**config.mk**
```make
export PLATFORM = sky130hd
export DESIGN_NAME = spi_req_arbiter
export DESIGN_NICKNAME = d
export VERILOG_FILES = /design/src/rtl/spi_req_arbiter.sv
export SDC_FILE = /design/constraint.sdc
export NUM_CORES = 1
export LEC_CHECK = 0
export ABC_AREA = 1
export CAP_MARGIN = 15
export CORE_AREA = 5 5 239 241
export CTS_BUF_LIST = sky130_fd_sc_hd__clkbuf_2
export DETAILED_ROUTE_END_ITERATION = 7
export DIE_AREA = 0 0 244 246
export GPL_TIMING_DRIVEN = 0
export PLACE_DENSITY = 0.49
export SLEW_MARGIN = 0
export SYNTH_ARGS = -nofsm -noshare
export SYNTH_HDL_FRONTEND = slang
export SYNTH_SLANG_ARGS = --single-unit
```
**constraint.sdc**
```tcl
create_clock -name clock -period 9.05 [get_ports clock]
set_clock_uncertainty 0.05 [all_clocks]
set_input_delay 2.2625 -clock clock [delete_from_list [all_inputs] [get_ports clock]]
set_output_delay 2.2625 -clock clock [all_outputs]
set_load 0.02 [all_outputs]
```
**src/rtl/spi_req_arbiter.sv**
```systemverilog
// rtl/spi_req_arbiter.sv - N-to-1 SPI request arbiter (round-robin or fixed priority) with zero-latency data mux.
// Optional watchdog enabled by defining SPI_REQ_ARB_TIMEOUT_EN.
module spi_req_arbiter #(
   parameter int NUM_REQ = 8,
   parameter int DSIZE   = 8,
   parameter int MODE    = 0,
   parameter int TIMEOUT = 65535
) (
   input  logic                       clock,
   input  logic                       rst_n,
   input  logic                       clk_en,
   input  logic [NUM_REQ-1:0]         s_request,
   input  logic [NUM_REQ*24-1:0]      s_req_len,
   input  logic [NUM_REQ*24-1:0]      s_req_wr_len,
   input  logic [NUM_REQ*3-1:0]       s_req_cmd,
   output logic [NUM_REQ-1:0]         s_busy,
   output logic [NUM_REQ-1:0]         s_finish,
   input  logic [NUM_REQ-1:0]         s_wr_vld,
   input  logic [NUM_REQ*DSIZE-1:0]   s_wr_data,
   output logic [NUM_REQ-1:0]         s_wr_ready,
   input  logic [NUM_REQ-1:0]         s_rd_ready,
   output logic [NUM_REQ-1:0]         s_rd_vld,
   output logic [DSIZE-1:0]           s_rd_data,
   output logic                       m_request,
   output logic [23:0]                m_req_len,
   output logic [23:0]                m_req_wr_len,
   output logic [2:0]                 m_req_cmd,
   input  logic                       m_busy,
   input  logic                       m_finish,
   output logic                       m_wr_vld,
   output logic [DSIZE-1:0]           m_wr_data,
   input  logic                       m_wr_ready,
   output logic                       m_rd_ready,
   input  logic                       m_rd_vld,
   input  logic [DSIZE-1:0]           m_rd_data,
   output logic [$clog2(NUM_REQ)-1:0] grant_idx,
   output logic                       timeout_err
);
   localparam int GW = $clog2(NUM_REQ);

   typedef enum logic [1:0] {IDLE, ISSUE, WAIT_FIN, RELEASE} state_t;

   state_t             state_q, state_d;
   logic [GW-1:0]      g_q, g_d;
   logic [GW-1:0]      last_q, last_d;
   logic               m_request_q, m_request_d;
   logic [23:0]        len_q, len_d;
   logic [23:0]        wr_len_q, wr_len_d;
   logic [2:0]         cmd_q, cmd_d;
   logic [NUM_REQ-1:0] s_finish_q, s_finish_d;
   logic [GW-1:0]      win;
   logic               active;
   logic               tmo_hit;

   assign active = (state_q == ISSUE) || (state_q == WAIT_FIN);

   // Round-robin scans last_q+1 .. last_q+NUM_REQ modulo NUM_REQ; first hit wins.
   always_comb begin
      logic          found;
      int            idx;
      logic [GW-1:0] cand;
      win   = '0;
      found = 1'b0;
      idx   = 0;
      cand  = '0;
      if (MODE == 1) begin
         for (int i = NUM_REQ - 1; i >= 0; i--) begin
            cand = GW'(i);
            if (s_request[cand]) win = cand;
         end
      end else begin
         for (int off = 1; off <= NUM_REQ; off++) begin
            idx = int'(last_q) + off;
            if (idx >= NUM_REQ) idx = idx - NUM_REQ;
            cand = GW'(idx);
            if (!found && s_request[cand]) begin
               win   = cand;
               found = 1'b1;
            end
         end
      end
   end

   always_comb begin
      state_d     = state_q;
      g_d         = g_q;
      last_d      = last_q;
      m_request_d = m_request_q;
      len_d       = len_q;
      wr_len_d    = wr_len_q;
      cmd_d       = cmd_q;
      s_finish_d  = '0;
      case (state_q)
         IDLE: begin
            if (|s_request) begin
               g_d         = win;
               len_d       = s_req_len[win*24 +: 24];
               wr_len_d    = s_req_wr_len[win*24 +: 24];
               cmd_d       = s_req_cmd[win*3 +: 3];
               m_request_d = 1'b1;
               state_d     = ISSUE;
            end
         end
         ISSUE, WAIT_FIN: begin
            if (m_finish || tmo_hit) begin
               s_finish_d[g_q] = 1'b1;
               m_request_d     = 1'b0;
               state_d         = RELEASE;
            end else if ((state_q == ISSUE) && m_busy) begin
               m_request_d = 1'b0;
               state_d     = WAIT_FIN;
            end
         end
         RELEASE: begin
            last_d  = g_q;
            state_d = IDLE;
         end
         default: state_d = IDLE;
      endcase
   end

   always_ff @(posedge clock or negedge rst_n) begin
      if (!rst_n) begin
         state_q     <= IDLE;
         g_q         <= '0;
         last_q      <= GW'(NUM_REQ - 1);
         m_request_q <= 1'b0;
         len_q       <= '0;
         wr_len_q    <= '0;
         cmd_q       <= '0;
         s_finish_q  <= '0;
      end else if (clk_en) begin
         state_q     <= state_d;
         g_q         <= g_d;
         last_q      <= last_d;
         m_request_q <= m_request_d;
         len_q       <= len_d;
         wr_len_q    <= wr_len_d;
         cmd_q       <= cmd_d;
         s_finish_q  <= s_finish_d;
      end
   end

`ifdef SPI_REQ_ARB_TIMEOUT_EN
   localparam int CW = $clog2(TIMEOUT + 1);

   logic [CW-1:0] cnt_q, cnt_d, cnt_inc;
   logic          err_q, err_d;

   assign cnt_inc = cnt_q + CW'(1);
   assign tmo_hit = active && (cnt_inc == CW'(TIMEOUT));

   always_comb begin
      cnt_d = cnt_q;
      err_d = err_q | tmo_hit;
      if ((state_q == IDLE) && (|s_request)) cnt_d = '0;
      else if (active)                       cnt_d = cnt_inc;
   end

   always_ff @(posedge clock or negedge rst_n) begin
      if (!rst_n) begin
         cnt_q <= '0;
         err_q <= 1'b0;
      end else if (clk_en) begin
         cnt_q <= cnt_d;
         err_q <= err_d;
      end
   end

   assign timeout_err = err_q;
`else
   assign tmo_hit     = 1'b0;
   assign timeout_err = 1'b0;
`endif

   // Data path follows the registered grant even while clk_en is low.
   always_comb begin
      s_wr_ready = '0;
      s_rd_vld   = '0;
      m_wr_vld   = 1'b0;
      m_rd_ready = 1'b0;
      m_wr_data  = s_wr_data[g_q*DSIZE +: DSIZE];
      if (active) begin
         m_wr_vld        = s_wr_vld[g_q];
         s_wr_ready[g_q] = m_wr_ready;
         m_rd_ready      = s_rd_ready[g_q];
         s_rd_vld[g_q]   = m_rd_vld;
      end
   end

   assign s_rd_data    = m_rd_data;
   assign s_busy       = {NUM_REQ{state_q != IDLE}};
   assign s_finish     = s_finish_q;
   assign m_request    = m_request_q;
   assign m_req_len    = len_q;
   assign m_req_wr_len = wr_len_q;
   assign m_req_cmd    = cmd_q;
   assign grant_idx    = g_q;
endmodule

```
# Word level (Yosys, flattened, before mapping)

Index checks and enable logic that the tools add are counted.

Add/subtract/negate cells: 16
Multiply operators: 2
Divide/modulo/power cells: 0
Magnitude comparators: 18
Equality and inequality tests: 5
Shifts and indexed selects: 4
Multiplexer cells: 59
Bitwise gates (word level): 2
Reduce and logical (&&, ||, !) cells: 26

Operators with widths:

| cell                                                                                | number |
|---|---|
| 192-bit by 9-bit variable part select with 24-bit output                            | 2 |
| 64-bit by 7-bit variable part select with 8-bit output                              | 1 |
| 3-bit 2-to-1 mux                                                                    | 16 |
| 3-bit by 4-bit < comparator with 1-bit output, second input constant                | 9 |
| 8-bit 2-to-1 mux                                                                    | 4 |
| 1-bit binary-select mux with 3-bit select                                           | 10 |
| 4-bit greater-or-equal comparator, second input constant                            | 7 |
| 24-bit by 6-bit variable part select with 3-bit output                              | 1 |
| 3-bit by 1-bit subtractor with 3-bit output, second input constant                  | 8 |
| 1-bit 2-to-1 mux                                                                    | 23 |
| 3-bit by 3-bit adder with 4-bit output, second input constant                       | 4 |
| 8-bit AND                                                                           | 2 |
| 3-bit by 2-bit multiplier with 5-bit output, second input constant                  | 2 |
| 1-bit logical AND                                                                   | 9 |
| 3-bit by 2-bit adder with 4-bit output, second input constant                       | 2 |
| 8-bit OR reduction                                                                  | 1 |
| 1-bit zero test                                                                     | 7 |
| 2-bit 2-to-1 mux                                                                    | 3 |
| 2-bit case mux with 3 select lines                                                  | 1 |
| 3-bit AND reduction                                                                 | 2 |
| 3-bit by 4-bit adder with 5-bit output, second input constant                       | 1 |
| 5-bit by 4-bit greater-or-equal comparator with 1-bit output, second input constant | 1 |
| 3-bit by 1-bit adder with 4-bit output, second input constant                       | 1 |
| 2-bit equality test, second input constant                                          | 2 |
| 12 further kinds                                                                    | 13 |

Register bits after elaboration: 68
Bits in latches: 0
Bits in writable memories: 0
ROM bits: 0
Input bits: 511
Output and inout bits: 106
Logic and storage cells: 140
Memories: 0

# Longest topological paths before layout

Gate-level depths: netlist of run 1.

Depth after elaboration: 29
Mapped depth: 23
Gate-level depth less buffers: 19

# Least setup slack after synthesis of run 1

Ideal clock, no wire load.

Path kind: input port to output port
From: input s_wr_vld[2]
To: output m_wr_vld
Data arrival time: 2940 ps
Data required time: 6738 ps
Path slack: 3798 ps
Stages: 3
Path buffers: 0
Cells stage by stage: a22o_1 a221oi_1 a41oi_1

Cells in the longest elaborated chain, start to end: 3

Ends and longest elaborated chain:

| item                                      | RTL line | RTL |
|---|---|---|
| start, declared                           | 18       | `input logic [NUM_REQ-1:0] s_wr_vld,` |
| 1-bit binary-select mux with 3-bit select | 184      | `m_wr_vld = s_wr_vld[g_q];` |
| 1-bit 2-to-1 mux (not written as such)    | 184      |  |
| 1-bit 2-to-1 mux                          | 183      | `if (active) begin` |
| end, declared                             | 30       | `output logic m_wr_vld,` |

No other way between the ends. The select of a mux whose other input is x is not followed.

# Worst setup path in the final report of run 1

Same ends and word-level chain as after synthesis.

==> results of run 1 <==
==> cell usage after synthesis, types with 3 or more instances <==
cell type  number
inv_2           5
ha_1            5
clkbuf_1       22
a221oi_1       11
nand4_1         7
nor3_1          9
a21oi_1         5
o22ai_1         9
nor2_2          3
a22o_1          6
buf_1           4
dfstp_2         3
nand2_2         3
inv_1         191
buf_4          22
buf_2          84
a22oi_1        13
nand3_1       445
nand3b_1       51
o21ai_0        12
dfrtp_1        65
nor2_1         30
nand2_1       557
==> stage by stage <==
step	area, sq um	hold WS, ps	total power, mW	utilization (%)
6_report	15700	479	8.11	28.8
3_5_place_dp	15600	431	7.99	28.6
3_3_place_gp	15600	429	7.96	28.6
4_1_cts	15700	482	8.22	28.8
5_1_grt	15700	506	8.88	28.8
2_1_floorplan	8650	502	4.95	-
==> area by class of cell <==
cell class | count | area, sq um
antenna | 6 | 15.0
buffer | 133 | 694
clock buffer | 9 | 45.0
clock inverter | 7 | 43.8
fill | 6193 | 38900
inverter | 197 | 739
multi-input combinational | 1180 | 5510
sequential | 68 | 1710
tap | 704 | 881
timing repair buffer | 609 | 6110
==> cell families (layout without fill, tap and decap cells) <==
| group | after synthesis | after routing | synth area share [%] |
|---|---|---|---|
| xor gates and xnor gates | 3 | 3 | 0.304 |
| DFF | 68 | 68 | 19.7 |
| and+or+nand+nor | 1110 | 1110 | 57.7 |
| other | 1 | 7 | 0.0434 |
| AOI/OAI and AO/OA | 61 | 61 | 4.95 |
| adders and majority gates | 5 | 5 | 0.723 |
| buffers and inverters | 330 | 955 | 16.6 |
==> cell usage in the layout, fill, tap and decap left out, drive strengths merged <==
cell type	netlist	final
a21boi	1	1
a21oi	5	5
a221oi	11	11
a22o	6	6
a22oi	13	13
a31oi	2	2
a41oi	1	1
buf	111	114
clkbuf	22	31
clkdlybuf4s50	0	606
clkinv	1	6
clkinvlp	0	2
conb	1	1
dfrtp	65	65
dfstp	3	3
diode	0	6
ha	5	5
inv	196	196
nand2	560	560
nand3	447	447
nand3b	51	51
nand4	8	8
nor2	34	34
nor3	9	9
nor4	1	1
o21ai	12	12
o21bai	1	1
o22ai	9	9
xnor2	2	2
xor2	1	1
==> tightest hold or removal path, stage by stage, from the launching register on <==
cell	delay [ps]
dfrtp_1	390
nand2_1	60
nand3_1	70
==> state kept, by name (all words and copies together) (netlist names) <==
name / count
m_req_len: 24
m_req_wr_len: 24
s_finish: 8
grant_idx: 3
last_q: 3
m_req_cmd: 3
state_q: 2
m_request: 1
==> final timing paths <==
check / end / slack (ps) / cells past startpoint
max: m_wr_vld / 2400 / 5
min: m_req_wr_len[10] / 480 / 2
max reg2reg: m_req_len[16] / 4660 / 18
min reg2reg: m_req_wr_len[10] / 480 / 2
max in group asynchronous: last_q[1] / 6920 / 2
min in group asynchronous: m_req_cmd[0] / 1380 / 1
==> routing by layer <==
metal	global-route usage (%)	part of all wire, %
met4	5.96	3.0
met1	24.3	41
met2	36.8	49
met5	0	0.038
met3	5.07	7.1
==> where the power goes <==
group	total [mW]	internal, mW	leakage, nW	switching, mW
Sequential	0.552	0.456	0.844	0.0953
Clock	0.195	0.0345	0.0575	0.160
Combinational	7.37	2.28	6.49	5.09
Total	8.11	2.77	7.39	5.34
==> flow_summary.yaml, run 1 <==
worst_hold_path:
  hp-class: "register to register"
  min_from: "m_req_wr_len[10]"
clock_network:
  clockBufferDepth: 2
  cts_made_buffers: 9
  clkTransAtPathRegs_ps: 200
  tritoncts: "yes"
  htree_num_levels: 3
  postCtsSetupBuffers: 0
  ctsResizeCount: 0
  clock-root-buffer: "clkbuf_2"
  ctsHoldBuffers: 0
  clkLatencyLatePin_ps: 740
  cts.sinks: 68
setup_path:
  critPathCaptureType: "output pin"
  critical_path_class: "input pin to output pin"
  crit_start: "s_wr_vld[2]"
  max_stage_delay_ps: 640
  path_cells: "clkdlybuf4s50_1, a22o_1, a221oi_1, a41oi_1, clkdlybuf4s50_1"
  crit_path_start_kind: "input pin"
  crit_top_cell: "clkdlybuf4s50_1"
  cp.arrival_ps: 4340
  crit_slowest_cell: "a221oi_1"
  timing.rr.start: "last_q[1]"
  path_max_fanout: 1
  path_delay_family: "compound AO/OA/AOI/OAI gates"
  worst-path-buf-inv: 2
  required_ps: 6740
floorplan:
  rows: 86
  die_h_microns: 246
  ios: 617
  die_w_microns: 244
  die-area_sq_um: 60000
  start_util_pct: 15.8
  design.core.area_sq_um: 54700
synth:
  async_reset_ff_share_pct: 100
  yosysWarningCount: 0
  yosysSeqAreaShare_pct: 19.7
  synthesis.area_sq_um: 8650
  ys_types: 36
  ys_seq_elements: 68
  synth_top_area_share_pct: 25.7
  syn_nets: 2094
  synth.largest_area_cell: "nand3_1"
  syn_avg_cell_area_sq_um: 5.48
  synthCells: 1578
  synth.area.top_cells: "nand3_1 26%, nand2_1 24%, dfrtp_1 19%"
  synth_ff_type: "dfrtp_1"
  synth-edff-count: 0
drt:
  dr.pass1.iters: 5
  wl_per_cell_microns: 22.3
  routed_wl_microns: 65100
  vias: 13200
  drtIter0Drc: 793
  avgViaCountPerCell: 4.52
  drc: 0
  ant_nets: 0
timing:
  fmax_ghz: 0.150
  post-route-min-period_ps: 6650
  finalSetupViolations: 0
  layout_setup_ws_ps: 2400
  worstMarginPinSlew_ps: 1030
  relSlewSlack_pct: 31.1
  fin_crit_sh_pct: 73.5
  slew_viol_final: 0
  setup-tns-final_ps: 0
  hold_viol: 0
  rsz0062_at_grt: "false"
power:
  leakage_nw: 7.39
  power-per-cell-area_nw_per_um2: 515
  vdd_drop_max_uv: 226
place:
  portBuffers: 607
  gp_congestion: 0.953
  place_inst: 2891
  preCtsSetupSlack_ps: 2470
  place_hpwl_microns: 53900
global_routing:
  grt_max_degree: 39
  antenna_found_initial: 8
  grt_pass1_vias: 13400
  grt_pass1_wl_microns: 91300
  grt_usage_pct: 20.5
  grt.overflow.total: 0
final_layout:
  syn2layout_area_growth_pct: 82.0
  final_nets: 2714
  drive_above_1_share_pct: 6.58
  fin_cells: 2913
job:
  maxCapViolCount: 0
outcome:
  status: "finished, final reports clean"
Power figures use the tool's default switching activity.
==> run 2: changes to the inputs <==
--- a/config.mk
+++ b/config.mk
@@ -7,10 +7,10 @@
 export LEC_CHECK = 0
 export ABC_AREA = 1
 export CAP_MARGIN = 15
-export CORE_AREA = 5 5 239 241
+export CORE_AREA = 5 5 238 240
 export CTS_BUF_LIST = sky130_fd_sc_hd__clkbuf_2
 export DETAILED_ROUTE_END_ITERATION = 7
-export DIE_AREA = 0 0 244 246
+export DIE_AREA = 0 0 243 245
 export GPL_TIMING_DRIVEN = 0
 export PLACE_DENSITY = 0.49
 export SLEW_MARGIN = 0
==> constraint.sdc (replaced) <==
create_clock -name clock -period 6.3 [get_ports clock]
set_clock_uncertainty 0.05 [all_clocks]
set_input_delay 1.575 -clock clock [delete_from_list [all_inputs] [get_ports clock]]
set_output_delay 1.575 -clock clock [all_outputs]
set_load 0.02 [all_outputs]
==> run 2 against run 1 <==
  * Non-clock buffer count unchanged
  * Design area up 0.21%
  * Clock power up 59%
  * Die area down 0.81%
  * Largest cell class unchanged
  * Sequential cell count unchanged
  * Combinational power up 42%
  * Count of clock-buffer cells in the layout unchanged
  * Final cell count up 0.14%
  * Sequential power up 45%
  * Core utilization up 0.18 points
  * Register-to-register slack worse by 3000 ps
  * Via count up 0.76%
==> flow_summary.yaml, run 2 (synthesis gave the netlist of run 1 again) <==
timing:
  post-route-min-period_ps: 5460
  hold_viol: 0
  slew_viol_final: 0
  rsz0062_at_grt: "false"
  finalSetupViolations: 0
  fmax_ghz: 0.183
  worstMarginPinSlew_ps: 1000
  relSlewSlack_pct: 32.9
  setup-tns-final_ps: 0
  fin_crit_sh_pct: 86.6
outcome:
  status: "finished, final reports clean"
power:
  vdd_drop_max_uv: 451
  power-per-cell-area_nw_per_um2: 738
  leakage_nw: 7.41
clock_network:
  postCtsSetupBuffers: 0
  clkTransAtPathRegs_ps: 250
  htree_num_levels: 3
  cts_made_buffers: 9
  clock-root-buffer: "clkbuf_2"
  cts.sinks: 68
  clockBufferDepth: 2
  clkLatencyLatePin_ps: 780
  ctsResizeCount: 0
  ctsHoldBuffers: 0
  tritoncts: "yes"
final_layout:
  seqCellArea_sq_um: 1710
  final_common_cell: "clkdlybuf4s50_1"
  final_util_pct: 29.0
  multi_input_area_sq_um: 5510
  final_nets: 2714
  drive_above_1_share_pct: 6.58
  nFillCells: 6148
  layout_common_cells: "606 x clkdlybuf4s50_1, 557 x nand2_1, 445 x nand3_1"
  syn2layout_area_growth_pct: 82.4
setup_path:
  r2r_cells: 18
  critical_path_class: "register to output pin"
  crit_start: "grant_idx[1]"
  required_ps: 4680
  worstSetupEndpoint: "m_rd_ready"
  crit_path_start_kind: "register"
  critPathCaptureType: "output pin"
  timing.rr.start: "last_q[1]"
  rrSetupSlack_ps: 1680
  path_max_fanout: 10
  cp.arrival_ps: 3830
  timing.rr.end: "m_req_len[20]"
floorplan:
  ios: 617
  start_util_pct: 15.9
  die_w_microns: 243
  rows: 86
  die_h_microns: 245
  die-area_sq_um: 59500
  design.core.area_sq_um: 54400
drt:
  drtIter0Drc: 818
  wl_per_cell_microns: 22.2
  avgViaCountPerCell: 4.54
  ant_nets: 0
  vias: 13300
  dr.pass1.iters: 6
  drc: 0
  routed_wl_microns: 64900
worst_hold_path:
  hp-class: "register to register"
global_routing:
  grt_max_degree: 38
  grt_pass1_vias: 13400
  grt_usage_pct: 20.7
  grt.overflow.total: 0
  grt_pass1_wl_microns: 91700
  antenna_found_initial: 14
place:
  portBuffers: 607
  gp_congestion: 0.958
  place_hpwl_microns: 54200
job:
  maxCapViolCount: 0
==> run 2: report_power, final <==
part,internal [mW],total [mW],leakage (nW),switching (mW)
registers,0.655,0.800,0.844,0.145
clock network,0.0905,0.311,0.0755,0.221
logic,3.28,10.5,6.49,7.25
==> run 2: how the worst min path moves through the flow <==
| stage | slack, ps | from | end | depth (start not counted) |
|---|---|---|---|---|
| after detailed placement | 430 | m_req_len[11] | m_req_len[11] | 2 |
| after floorplan | 500 | state_q[1] | state_q[1] | 2 |
| after global routing | 490 | m_req_len[18] | m_req_len[18] | 2 |
| final | 480 | m_req_len[11] | m_req_len[11] | 2 |
| after CTS | 480 | m_req_wr_len[8] | m_req_wr_len[8] | 2 |
| after global placement | 430 | m_req_len[18] | m_req_len[18] | 2 |
==> run 2: worst max-delay path: stages, from the launching register on <==
cell and delay [ps]:
dfrtp_1 640, inv_1 220, nor3_1 360, clkbuf_1 670
a221oi_1 310, a31oi_1 220, clkdlybuf4s50_1 630
==> run 2: per-stage QoR <==
stage / power (mW) / std cells / hold slack, ps / setup slack, ps / instance area, sq um
6_report: 11.6 / 2917 / 477 / 843 / 15800
5_1_grt: 12.7 / 2917 / 495 / 523 / 15800
4_1_cts: 11.8 / 2907 / 483 / 599 / 15800
3_5_place_dp: 11.4 / 2891 / 430 / 917 / 15600
3_3_place_gp: 11.4 / 2889 / 432 / 572 / 15600
2_1_floorplan: 7.11 / 1578 / 502 / 2420 / 8650
==> run 2: layout make-up <==
type | count | area share, %
multi-input cells | 1180 | 34.9
well taps | 704 | 5.58
clock inverters | 7 | 0.428
inverters | 197 | 4.69
plain buffers | 133 | 4.40
flip-flops and latches | 68 | 10.8
diodes | 10 | 0.159
clock buffers | 9 | 0.285
repair buffers | 609 | 38.7
==> run 2: per-layer routing <==
layer  global-route usage (%)  routed length [microns]  part of all wire [%]
met5                        0                       74                  0.11
met2                     37.6                    32700                    50
met4                     4.97                     1270                   2.0
met1                     24.3                    26100                    40
met3                     5.54                     4730                   7.3
==> variant (flow settings as in run 2) <==
`MODE`: 0 -> 1.
--- a/src/rtl/spi_req_arbiter.sv
+++ b/src/rtl/spi_req_arbiter.sv
@@ -5,3 +5,3 @@
    parameter int DSIZE   = 8,
-   parameter int MODE    = 0,
+   parameter int MODE    = 1,
    parameter int TIMEOUT = 65535
Formal check against the unedited RTL: same outputs for any inputs over 4 cycles, from zero or initial values and one cycle with rst_n low; that may be too few to reach the edited logic, so the function may still have changed.
==> variant against run 2 <==
  * Final area fell by 5.2%
  * Fmax rose by 11%
  * Synthesized cell count fell by 8.5%
  * Global-route usage fell by 0.82 points
  * Worst hold slack got worse by 0.0064 ns
  * Worst setup slack improved by 0.56 ns
  * Synthesized area fell by 9.5%
  * Sequential cell count fell by 3
  * Die area did not move
  * Wire length fell by 3.8%
  * Critical path type unchanged
Power is left out: it rests on default switching activity, and per cell area and clock period it moved more than threefold.
==> variant: results (changes against run 2) <==
Clocking
  – CTS resizes: 0 (unchanged)
  – Clk Latency, worst-skew pair: 0.67 ns (was 0.78 ns)
  – Num CTS Buffers: 9 (unchanged)
  – Max Buffers Root-to-Sink: 2 (unchanged)
  – CTS clock-pin slew for the worst setup and hold paths: between 0.2 and 0.25 ns
  – Htree depth: 3 (unchanged)
  – Post-CTS Setup Inserts: 0 (unchanged)
  – Clock root buffer: clkbuf_2 (unchanged)

Synth
  – Synth Net Count: 1,958 (was 2,094)
  – Synth async-reset ratio: 100.0% (unchanged)
  – Post-synth top cells: nand3_1, nand2_1, inv_1 (was nand2_1, nand3_1, inv_1)
  – Yosys cell types: 26 (was 36)
  – Ys Warns: 0 (unchanged)
  – Dominant cells by area after synthesis: nand3_1, dfrtp_1, nand2_1 (was nand3_1, nand2_1, dfrtp_1)
  – Area leader, netlist: nand3_1 (unchanged)
  – Main flop type after synthesis: dfrtp_1 (unchanged)
  – Register area share after synthesis: 20.77% (was 19.72%)

Detailed routing
  – Detailed Route WL: 62,420 um (was 64,890 um)
  – TritonRoute pass-1 iters: 6 (unchanged)
  – Antenna viol nets, final: 0 (unchanged)
  – Initial drt markers: 785 (was 818)
  – Via/cell ratio: 4.502 (was 4.544)

Timing
  – Least-Margin Pin Slew: 1.213 ns (was 1.003 ns)

Cells and area
  – # fillers: 6,229 (was 6,148)
  – Nets: 2,577 (was 2,714)
  – Share of layout cells above drive strength 1: 5.273% (was 6.582%)

Status
  – Status: complete, no violations (unchanged)

Die
  – Die W: 243 um (unchanged)

GRT
  – Pin count of the biggest net entering global routing: 34 (was 38)
  – Via count of the first global-routing pass: 12,570 (was 13,350)
  – First-pass GRT wire length: 87,020 um (was 91,710 um)
  – GRT Total Usage: 19.88% (was 20.70%)
  – Initial antenna violation count: 17 (was 14)

Place
  – GPL Wtd Cong: 0.9116 (was 0.9575)
  – Port Buffers: 607 (unchanged)
  – Half-perimeter wire length after placement: 52,110 um (was 54,210 um)

Worst setup path
  – Largest fanout on the critical path: 10 (unchanged)
  – Worst Path Arrival: 3.27 ns (was 3.83 ns)

Worst hold path
  – Hold Crit Class: reg -> reg (unchanged)
-- variant: cell types whose count changed after synthesis, sizes merged, moves of 9 or more --
cell / change
nand3b: -51
nand3: +71
o22ai: -9
buf: -28
clkbuf: +19
nor2: -17
inv: +32
nand2: -141
-- variant: worst paths after layout --
kind                         startpoint            end  slack [ns]  cells past startpoint
max in group asynchronous         rst_n  m_req_len[23]        4.76                      2
setup reg to reg             state_q[0]  m_req_len[16]        3.39                      7
setup / recovery           grant_idx[1]     m_rd_ready        1.40                      8
min in group asynchronous         rst_n    s_finish[3]        0.76                      1
hold / removal              s_finish[2]    s_finish[2]        0.47                      2
hold reg to reg             s_finish[2]    s_finish[2]        0.47                      2
-- variant: cell families (layout without fill, tap and decap cells) --
logic type | count (synthesis) | after routing | share of synthesized area, %
simple gates | 970 | 970 | 55.51
buf+inv | 358 | 981 | 19.06
flops | 65 | 65 | 20.77
compound gates | 47 | 47 | 4.123
fa+ha+maj | 3 | 3 | 0.4794
other cells | 1 | 10 | 0.04789
-- variant: per-stage QoR --
stage          setup slack [ns]  hold slack [ns]  utilization [%]  area [sq um]  cells
2_1_floorplan             2.536           0.5016                -          7830   1444
3_3_place_gp             0.6399           0.4205            27.16         14790   2755
3_5_place_dp              1.428           0.4220            27.19         14800   2756
4_1_cts                   1.218           0.4746            27.43         14930   2771
5_1_grt                   1.129           0.5027            27.47         14960   2780
6_report                  1.402           0.4703            27.47         14960   2780
-- variant: worst max-delay path, stage by stage (launching register included) --
cell,delay (ns)
dfrtp_1,0.59
inv_1,0.15
nor3_1,0.29
clkbuf_1,0.55
nand2_1,0.10
nand2_1,0.08
a221oi_1,0.06
a21oi_1,0.18
clkdlybuf4s50_1,0.62
-- variant: routing by layer --
metal  track usage [%]  part of all wire (%)  up-vias
li1                  -                     -     5872
met3             5.836                   9.0       81
met5                 0                 0.037        -
met1             22.57                    38     5912
met2             34.44                    49      646
met4             9.296                   3.8        4
-- variant: area by class of cell --
type / instances / area share (%)
repair buffers: 608 / 40.74
multi-input cells: 1021 / 31.50
flip-flops and latches: 65 / 10.88
well taps: 704 / 5.890
inverters: 234 / 5.873
plain buffers: 124 / 4.108
clock inverters: 6 / 0.5605
clock buffers: 9 / 0.3012
diodes: 9 / 0.1506
